**config.mk**
```make
export PLATFORM = sky130hd
export DESIGN_NAME = moldudp64_tx
export DESIGN_NICKNAME = d
export VERILOG_FILES = /design/src/rtl/moldudp64_tx.sv
export SDC_FILE = /design/constraint.sdc
export NUM_CORES = 1
export LEC_CHECK = 0
export BUFFER_PORTS_ARGS = -buffer_cell sky130_fd_sc_hd__buf_2
export CELL_PAD_IN_SITES_DETAIL_PLACEMENT = 0
export CELL_PAD_IN_SITES_GLOBAL_PLACEMENT = 1
export CORE_MARGIN = 2
export CORE_UTILIZATION = 35
export CTS_CLUSTER_DIAMETER = 50
export DETAILED_ROUTE_END_ITERATION = 12
export GPL_ROUTABILITY_DRIVEN = 0
export HOLD_SLACK_MARGIN = 0.1
export PLACE_DENSITY = 0.76
export SYNTH_ARGS = -nofsm -noshare
export SYNTH_HDL_FRONTEND = slang
export SYNTH_SLANG_ARGS = --single-unit
```
**constraint.sdc**
```tcl
create_clock -name clk -period 9.3 [get_ports clk]
set_input_delay 1.86 -clock clk [delete_from_list [all_inputs] [get_ports clk]]
set_output_delay 1.86 -clock clk [all_outputs]
set_load 0.005 [all_outputs]
```
**src/rtl/moldudp64_tx.sv**
```systemverilog
// moldudp64_tx: MoldUDP64 packet builder.
//
// Purpose:
//   For each accepted command, emits the 20-byte MoldUDP64 header: session id, sequence
//   number and message count, all big-endian. It then emits each message, prefixed by its
//   2-byte length. The bytes are packed onto a 64-bit AXI stream, and the downstream
//   sequence number is tracked across packets. Only AXI_DATA_W = 64 and ML_W = 16 are
//   supported.
//
// Ports:
//   clk, nreset          clock, asynchronous active-low reset
//   sid_i                80-bit session id, byte 0 = sid_i[79:72]; sampled on command accept
//   seq_init_v_i/_i      load the sequence number (honoured only while idle)
//   seq_o                sequence number of the next packet
//   cmd_valid_i/_ready_o packet request handshake; cmd_msg_cnt_i = message count
//                        (0 = heartbeat, 16'hFFFF = end of session)
//   msg_*                message beats: lane 0 first, thermometer keep, length with first beat
//   upd_axis_*           packed AXI stream master towards the UDP stack
//   err_o                1-cycle pulse when a message's byte count differs from its length
module moldudp64_tx #(
  parameter int unsigned AXI_DATA_W = 64,
  parameter int unsigned AXI_KEEP_W = 8,
  parameter int unsigned ML_W       = 16,
  parameter logic [63:0] SEQ_RST    = 64'd1
) (
  input  logic                  clk,
  input  logic                  nreset,
  input  logic [79:0]           sid_i,
  input  logic                  seq_init_v_i,
  input  logic [63:0]           seq_init_i,
  output logic [63:0]           seq_o,
  input  logic                  cmd_valid_i,
  input  logic [ML_W-1:0]       cmd_msg_cnt_i,
  output logic                  cmd_ready_o,
  input  logic                  msg_valid_i,
  input  logic [AXI_DATA_W-1:0] msg_data_i,
  input  logic [AXI_KEEP_W-1:0] msg_keep_i,
  input  logic                  msg_last_i,
  input  logic [ML_W-1:0]       msg_len_i,
  output logic                  msg_ready_o,
  output logic [AXI_DATA_W-1:0] upd_axis_tdata_o,
  output logic [AXI_KEEP_W-1:0] upd_axis_tkeep_o,
  output logic                  upd_axis_tvalid_o,
  output logic                  upd_axis_tlast_o,
  input  logic                  upd_axis_tready_i,
  output logic                  err_o
);

  typedef enum logic [2:0] {
    StIdle,
    StHdr0,
    StHdr1,
    StHdr2,
    StMlen,
    StMdata,
    StFlush
  } state_e;

  state_e       state_q;
  logic [127:0] buf_q;        // byte k at [8k+7:8k]; bytes at or above fill_q are kept zero
  logic [4:0]   fill_q;
  logic [79:0]  sid_q;
  logic [63:0]  seq_q;
  logic [63:0]  seq_hdr_q;    // sequence number sampled at accept, used in the header
  logic [15:0]  cnt_q;
  logic [15:0]  msgs_left_q;
  logic [15:0]  len_q;
  logic [15:0]  rcvd_q;
  logic         err_q;

  logic [127:0] buf_d;
  logic [127:0] ins;
  logic [4:0]   fill_d;
  logic [4:0]   fill_pop;
  logic [3:0]   n_pop;
  logic [3:0]   n_app;
  logic [3:0]   keep_n;
  logic [63:0]  app_raw;
  logic [63:0]  app_data;
  logic [15:0]  rcvd_sum;
  logic [63:0]  seq_inc;
  logic         can_app;
  logic         hold;
  logic         tvalid;
  logic         pop;
  logic         msg_acc;
  logic         mlen_acc;
  logic         special_cnt;

  always_comb begin
    keep_n = '0;
    for (int k = 0; k < 8; k++) begin
      keep_n = keep_n + {3'b000, msg_keep_i[k]};
    end
    rcvd_sum    = rcvd_q + {12'h000, keep_n};
    special_cnt = (cnt_q == 16'h0000) || (cnt_q == 16'hFFFF);
    seq_inc     = special_cnt ? 64'd0 : {48'h0, cnt_q};
    can_app     = (fill_q <= 5'd8);

    // A full beat that may be the packet's final beat must wait in the buffer. Otherwise a
    // trailing zero-length message could empty it and leave no beat to carry tlast.
    hold   = (state_q == StMdata) && (msgs_left_q == 16'd1) && (rcvd_q >= len_q) &&
             (fill_q == 5'd8);
    tvalid = ((fill_q >= 5'd8) && !hold) || ((state_q == StFlush) && (fill_q != 5'd0));
    pop    = tvalid && upd_axis_tready_i;
    n_pop  = !pop ? 4'd0 : ((fill_q >= 5'd8) ? 4'd8 : fill_q[3:0]);

    msg_ready_o = (state_q == StMdata) && can_app;
    msg_acc     = msg_valid_i && msg_ready_o;
    mlen_acc    = (state_q == StMlen) && msg_valid_i && can_app;

    app_raw = '0;
    n_app   = '0;
    case (state_q)
      StHdr0: if (can_app) begin
        app_raw = {sid_q[23:16], sid_q[31:24], sid_q[39:32], sid_q[47:40],
                   sid_q[55:48], sid_q[63:56], sid_q[71:64], sid_q[79:72]};
        n_app   = 4'd8;
      end
      StHdr1: if (can_app) begin
        app_raw = {seq_hdr_q[23:16], seq_hdr_q[31:24], seq_hdr_q[39:32], seq_hdr_q[47:40],
                   seq_hdr_q[55:48], seq_hdr_q[63:56], sid_q[7:0], sid_q[15:8]};
        n_app   = 4'd8;
      end
      StHdr2: if (can_app) begin
        app_raw = {32'h0, cnt_q[7:0], cnt_q[15:8], seq_hdr_q[7:0], seq_hdr_q[15:8]};
        n_app   = 4'd4;
      end
      StMlen: if (mlen_acc) begin
        app_raw = {48'h0, msg_len_i[7:0], msg_len_i[15:8]};
        n_app   = 4'd2;
      end
      StMdata: if (msg_acc) begin
        app_raw = msg_data_i;
        n_app   = keep_n;
      end
      default: ;
    endcase

    // Lanes beyond the appended count are zeroed to keep the buffer above fill clean.
    for (int k = 0; k < 8; k++) begin
      app_data[8*k +: 8] = (k < int'(n_app)) ? app_raw[8*k +: 8] : 8'h00;
    end

    fill_pop = fill_q - {1'b0, n_pop};
    ins      = {64'h0, app_data} << {fill_pop, 3'b000};
    buf_d    = (pop ? {64'h0, buf_q[127:64]} : buf_q) | ins;
    fill_d   = fill_pop + {1'b0, n_app};
  end

  always_ff @(posedge clk or negedge nreset) begin
    if (!nreset) begin
      state_q     <= StIdle;
      buf_q       <= '0;
      fill_q      <= '0;
      sid_q       <= '0;
      seq_q       <= SEQ_RST;
      seq_hdr_q   <= '0;
      cnt_q       <= '0;
      msgs_left_q <= '0;
      len_q       <= '0;
      rcvd_q      <= '0;
      err_q       <= 1'b0;
    end else begin
      buf_q  <= buf_d;
      fill_q <= fill_d;
      err_q  <= 1'b0;
      case (state_q)
        StIdle: begin
          if (seq_init_v_i) seq_q <= seq_init_i;
          if (cmd_valid_i) begin
            sid_q       <= sid_i;
            cnt_q       <= cmd_msg_cnt_i;
            seq_hdr_q   <= seq_q;
            msgs_left_q <= ((cmd_msg_cnt_i == 16'h0000) || (cmd_msg_cnt_i == 16'hFFFF)) ?
                           16'h0000 : cmd_msg_cnt_i;
            state_q     <= StHdr0;
          end
        end
        StHdr0: if (can_app) state_q <= StHdr1;
        StHdr1: if (can_app) state_q <= StHdr2;
        StHdr2: if (can_app) begin
          if (msgs_left_q != 16'd0) begin
            state_q <= StMlen;
          end else begin
            state_q <= StFlush;
            seq_q   <= seq_q + seq_inc;
          end
        end
        StMlen: if (mlen_acc) begin
          len_q   <= msg_len_i;
          rcvd_q  <= '0;
          state_q <= StMdata;
        end
        StMdata: if (msg_acc) begin
          rcvd_q <= rcvd_sum;
          if (msg_last_i) begin
            err_q       <= (rcvd_sum != len_q);
            msgs_left_q <= msgs_left_q - 16'd1;
            if (msgs_left_q == 16'd1) begin
              state_q <= StFlush;
              seq_q   <= seq_q + seq_inc;
            end else begin
              state_q <= StMlen;
            end
          end
        end
        StFlush: if (pop && (fill_q <= 5'd8)) state_q <= StIdle;
        default: state_q <= StIdle;
      endcase
    end
  end

  always_comb begin
    upd_axis_tdata_o  = buf_q[63:0];
    upd_axis_tvalid_o = tvalid;
    upd_axis_tlast_o  = (state_q == StFlush) && (fill_q <= 5'd8) && (fill_q != 5'd0);
    for (int k = 0; k < 8; k++) begin
      upd_axis_tkeep_o[k] = (k < int'(fill_q));
    end
    cmd_ready_o = (state_q == StIdle);
    seq_o       = seq_q;
    err_o       = err_q;
  end

endmodule

```
==> Word-level counts from Yosys, hierarchy flattened <==
Index checks and enable logic that the tools add are counted.
{ "totals": {"latchBits": 0, "register_bits": 409, "romBits": 0, "out_inout_bits": 141, "wordCells": 150, "mem_count": 0, "mem_bits_rw": 0, "input_bits": 255} }
{ "classes": {"n_bitwise": 1, "n_mul": 0, "magnitude_cmp": 19, "eq_ne": 22, "n_div": 0, "addsub": 12, "shift": 1, "n_reduce_logical": 32, "muxes": 52} }
{ "op_table": {"columns": ["op", "count"], "rows": [
  ["two-way mux 64 bit", 9],
  ["case mux 64 bit (5 select lines)", 1],
  ["case mux 64 bit (3 select lines)", 1],
  ["two-way mux 128 bit", 1],
  ["two-way mux 16 bit", 8],
  ["OR 128 bit", 1],
  ["left shift 64 x 8 -> 128 bit", 1],
  ["adder 64 x 16 -> 64 bit", 1],
  ["two-way mux 8 bit", 8],
  ["case mux 16 bit (2 select lines)", 2],
  ["equality test 16 bit (second input constant)", 2],
  ["zero test 16 bit", 2],
  ["two-way mux 32 bit", 1],
  ["two-way mux 3 bit", 9],
  ["case mux 3 bit (7 select lines)", 1],
  ["less-than comparator 3 x 5 -> 1 bit (first input constant)", 4],
  ["!= test 2 bit (second input constant)", 10],
  ["adder 16 x 4 -> 16 bit", 1],
  ["adder 4 x 1 -> 4 bit", 4],
  ["equality test 16 x 1 -> 1 bit (second input constant)", 1],
  [">= comparator 16 bit", 1],
  ["less-than comparator 3 x 4 -> 1 bit (first input constant)", 4],
  ["two-way mux 4 bit", 4],
  ["!= test 16 bit", 1],
  ["other kinds (34)", 61]
]} }

==> Logic depth before layout (Yosys ltp) <==
{ "logic_depth": {"depth_word": 13, "ltp_mapped": 23, "mapped_depth_nobuf": 19} }

==> Worst setup path after synthesis <==
Ideal clock, no wire load.
{ "synth_path": {"path_type": "input -> register", "from": "input port msg_keep_i[0]", "to": "register err_q, in the netlist err_o", "stages": 17, "required_ns": 9.171, "path_slack_ns": 2.812, "t_arrival_ns": 6.359, "n_path_buf": 0, "setup_time_ns": 0.129, "path_cell_list": "inv_1 > fa_1 > fa_1 > fa_1 > inv_1 > ha_1 > fa_1 > xnor2_1 > inv_1 > ha_1 > nand2_1 > o21ai_1 > nand4_1 > xnor2_1 > or4_1 > nor4_1 > a21oi_1"} }
{ "synth_between": {"elab_chain_len": 12} }
{ "synth_lines": {"columns": ["element", "line_no", "source"], "rows": [
  ["start: declaration", "37", "input logic [AXI_KEEP_W-1:0] msg_keep_i,"],
  ["adder 1 x 1 -> 2 bit", "93", "keep_n = keep_n + {3'b000, msg_keep_i[k]};"],
  ["adder 2 x 1 -> 3 bit", "93", null],
  ["adder 3 x 1 -> 4 bit", "93", null],
  ["adder 4 x 1 -> 4 bit (4 in series)", "93", null],
  ["adder 16 x 4 -> 16 bit", "95", "rcvd_sum = rcvd_q + {12'h000, keep_n};"],
  ["!= test 16 bit", "198", "err_q <= (rcvd_sum != len_q);"],
  ["two-way mux 1 bit", "197", "if (msg_last_i) begin"],
  ["two-way mux 1 bit", "195", "StMdata: if (msg_acc) begin"],
  ["two-way mux 1 bit", "168", "case (state_q)"],
  ["end signal: assignment", "198", null],
  ["end: declaration", "69", "logic err_q;"]
]} }
No other way between the ends.
A chain may end at the register's enable or synchronous reset.

==> Final worst setup path <==
Same ends and word-level chain as after synthesis.

==> flow_metrics.py <==
metrics = {
    "floorplanning": {
        "core_mm2": 0.0717,
        "die_x_um": 274,
        "num_rows": 98,
        "pin_count": 396,
        "die_h_um": 274,
        "initial_core_util_pct": 35.5,
        "die_area_mm2": 0.0749,
    },
    "synth": {
        "synth_largest_area_cell": "dfrtp_1",
        "syn-mean-instance-area_um2": 8.37,
        "synthCells": 3040,
        "ys_types": 95,
        "seq_area_frac_synth_pct": 40.2,
        "synth.area.mux_share_pct": 4.11,
        "synth_ff_type": "dfrtp_1",
        "synthSimpleGateAreaFrac_pct": 21.6,
        "synth_edf_count": 0,
        "netlist.area_leader.share_pct": 40.1,
        "ys_ff_latch": 409,
        "ys_warn_count": 0,
        "syn_nets": 3353,
        "synth_adder_area_share_pct": 3.09,
        "async_reset_ff_share_pct": 100,
        "yosys-top-cells-area": "dfrtp_1 40%, nand2_1 9.7%, a21oi_1 3.9%",
        "synth_compound_area_share_pct": 23.0,
        "mappedNetlistArea_mm2": 0.0255,
        "synth_xor_area_share_pct": 1.55,
        "synth_top_family_by_area": "compound AO/OA/AOI/OAI gates",
    },
    "setup_path": {
        "cpPeakStageDelay_ps": 560,
        "cp.required_ps": 9770,
        "crit_path_frequent_cell": "fa_1",
        "criticalPathCategory": "primary input to register",
        "end_kind": "register",
        "crit_slowest_cell": "fa_1",
        "crit_fanout": 8,
        "start_kind": "primary input",
        "worstPathArrival_ps": 7110,
        "crit_chain": "buf_2 > inv_1 > fa_1 > fa_1 > fa_1 > inv_1 > ha_1 > fa_1 > xnor2_1 > inv_1 > ha_1 > nand2_1 > o21ai_1 > nand4_1 > xnor2_1 > or4_1 > nor4_1 > a21oi_1",
    },
    "cts": {
        "cts-root-buf": "clkbuf_16",
        "numCtsBuffers": 66,
        "cts_setup_buffers": 0,
        "cts_tree": "built",
        "cts_hold_buf": 0,
        "clockBufferDepth": 3,
        "cts_resized": 0,
        "clock-sinks": 409,
        "htreeDepth": 3,
        "clk_latency_ps": 610,
        "clk_pin_slew_ps": 50,
    },
    "power": {
        "leakage_nw": 13.6,
        "swShare_pct": 48.2,
        "power_switching_mw": 5.70,
        "powerDensity_mw_per_mm2": 395,
        "combPwrFrac_pct": 50.1,
        "seq_power_share_pct": 28.1,
        "clock_power_share_pct": 21.8,
        "peakVddDrop_mv": 0.320,
        "p_int_mw": 6.13,
    },
    "sta": {
        "period_share_pct": 71.4,
        "clock_skew_ps": 26.4,
        "rsz0062_at_grt": "no",
        "maxSlewViolCount": 0,
        "maxSlewHeadroom_pct": 2.10,
        "tns_ps": 0,
        "clock.fmax_mhz": 151,
        "fin_crit_ps": 6640,
        "tightest_slew_ps": 1470,
        "finalHoldViolations": 0,
        "setup_viol": 0,
    },
    "route": {
        "drcViolationCount": 0,
        "top_layer": "met5",
        "drtAntennaViolNets": 0,
        "wl_met3_um": 9400,
        "drt-met1-wl_um": 46000,
        "first_iter_violations": 2717,
        "viasPerCell": 5.82,
        "vias": 24948,
        "wire_per_inst_um": 24.7,
        "wirelength_um": 106000,
        "met2_length_um": 45500,
        "dr.pass1.iters": 7,
    },
    "place": {
        "place.port_buffers": 395,
        "dp_hpwl_um": 77400,
        "placed_cell_area_mm2": 0.0277,
    },
    "worst_hold_path": {
        "hp-class": "register to register",
    },
    "global_route": {
        "grt-ovfl-total": 0,
        "grt_max_degree": 150,
        "grt_pass1_wl_um": 157000,
        "grt_pass1_vias": 23955,
        "grt_use_total_pct": 27.6,
        "antenna_found_initial": 6,
    },
    "status": {
        "status": "finished, final reports clean",
    },
    "final_layout": {
        "final_area_mm2": 0.0300,
        "syn_to_final_growth_pct": 17.7,
        "fillers": 7323,
        "drive_above_1_share_pct": 19.1,
        "finalNetCount": 3597,
    },
    "flow_run": {
        "drv_cap": 0,
    },
}
layer usage:
metal / global-route usage, % / vias up
met5: 0 / -
met4: 11.4 / 8
met3: 6.92 / 263
met2: 40.8 / 1226
met1: 38.4 / 12030
li1: - / 11421
Yosys cell counts, types with 25 or more instances:
| master | instances |
|---|---|
| a22oi_1 | 32 |
| xnor2_1 | 34 |
| buf_4 | 72 |
| buf_2 | 58 |
| clkbuf_1 | 116 |
| mux2i_1 | 82 |
| o22ai_1 | 79 |
| dfrtp_1 | 408 |
| a211oi_1 | 53 |
| nor3_1 | 63 |
| a222oi_1 | 28 |
| a21o_1 | 28 |
| inv_1 | 64 |
| nand2_1 | 660 |
| and2_1 | 38 |
| ha_1 | 50 |
| nor4_1 | 30 |
| nand3_1 | 45 |
| and3_1 | 29 |
| a21oi_1 | 196 |
| nor2_1 | 239 |
| nand4_1 | 25 |
| o21ai_0 | 170 |
critical path, delay by kind of cell:
kind,cells,cell delay [ps]
buffers and inverters,4,270
AND/OR/NAND/NOR,4,1150
adder cells (fa/ha/maj),6,2600
AO/OA/AOI/OAI,2,580
XOR/XNOR,2,650
worst paths after layout:
path | endpoint | from | cells after the start | slack (ps)
setup / recovery | err_o | msg_keep_i[0] | 18 | 2660
hold / removal | buf_q[13] | buf_q[77] | 2 | 460
setup reg to reg | buf_q[65] | len_q[5] | 16 | 3240
hold reg to reg | buf_q[13] | buf_q[77] | 2 | 460
max in group asynchronous | buf_q[124] | nreset | 2 | 6770
min in group asynchronous | seq_o[7] | nreset | 1 | 1220
power groups by stage:
stage	Clock, mW	Sequential [mW]	Combinational, mW
5_1_grt	2.69	3.43	6.43
3_5_place_dp	0	3.34	5.80
3_3_place_gp	0	3.33	5.77
6_report	2.58	3.33	5.93
2_1_floorplan	0	2.99	4.18
4_1_cts	2.61	3.32	5.83
cells by family after synthesis:
logic type,count (synthesis)
buffers and inverters,330
AOI/OAI and AO/OA,864
DFF,409
adders and majority gates,58
xor gates and xnor gates,45
muxes,102
and+or+nand+nor,1232
per-stage QoR:
step / hold slack, ps / setup WS, ps / cells / total power [mW] / utilization [%]
after floorplan: 439 / 2810 / 3040 / 7.17 / -
after global placement: 449 / 2170 / 4165 / 9.10 / 38.6
after detailed placement: 447 / 2130 / 4165 / 9.14 / 38.6
after CTS: 462 / 2720 / 4282 / 11.8 / 41.8
after global routing: 487 / 2400 / 4284 / 12.6 / 41.8
final: 463 / 2660 / 4284 / 11.8 / 41.8
sequential cells by signal (all words and copies together) (netlist names):
name,count
fill_q,5
sid_q,80
state_q,3
rcvd_q,16
buf_q,128
msgs_left_q,16
cnt_q,16
err_o,1
seq_o,64
seq_hdr_q,64
len_q,16
final cells by class:
cell class	count	area (um^2)	share of cell area, %
Multi-Input combinational cell	2301	13700	45.6
Clock buffer	75	1760	5.86
Sequential cell	409	10200	34.2
Timing Repair Buffer	440	2350	7.83
Inverter	66	248	0.827
Clock inverter	42	523	1.75
Antenna cell	1	2.50	0.00835
Tap cell	950	1190	3.97
layout by cell type, fill, tap and decap left out, drive strengths merged, types with 12 or more instances in the layout:
| cell type | n |
|---|---|
| nor2b | 15 |
| a211oi | 55 |
| nand4 | 25 |
| a21o | 28 |
| a22o | 15 |
| o32ai | 25 |
| or3 | 24 |
| nor3 | 66 |
| mux2 | 20 |
| a221oi | 18 |
| mux2i | 82 |
| nand3 | 45 |
| a32oi | 12 |
| o31ai | 14 |
| a21oi | 198 |
| xnor2 | 34 |
| o21ai | 195 |
| clkbuf | 76 |
| o22ai | 81 |
| o211ai | 12 |
| buf | 439 |
| a311oi | 13 |
| o2bb2ai | 23 |
| and4 | 15 |
| nor2 | 240 |
| clkinv | 18 |
| and3 | 29 |
| nor4 | 33 |
| and2 | 38 |
| a31oi | 15 |
| a222oi | 28 |
| ha | 50 |
| dfrtp | 408 |
| nand2 | 660 |
| inv | 75 |
| a22oi | 32 |
No activity file was read; power rests on OpenSTA's default activity.
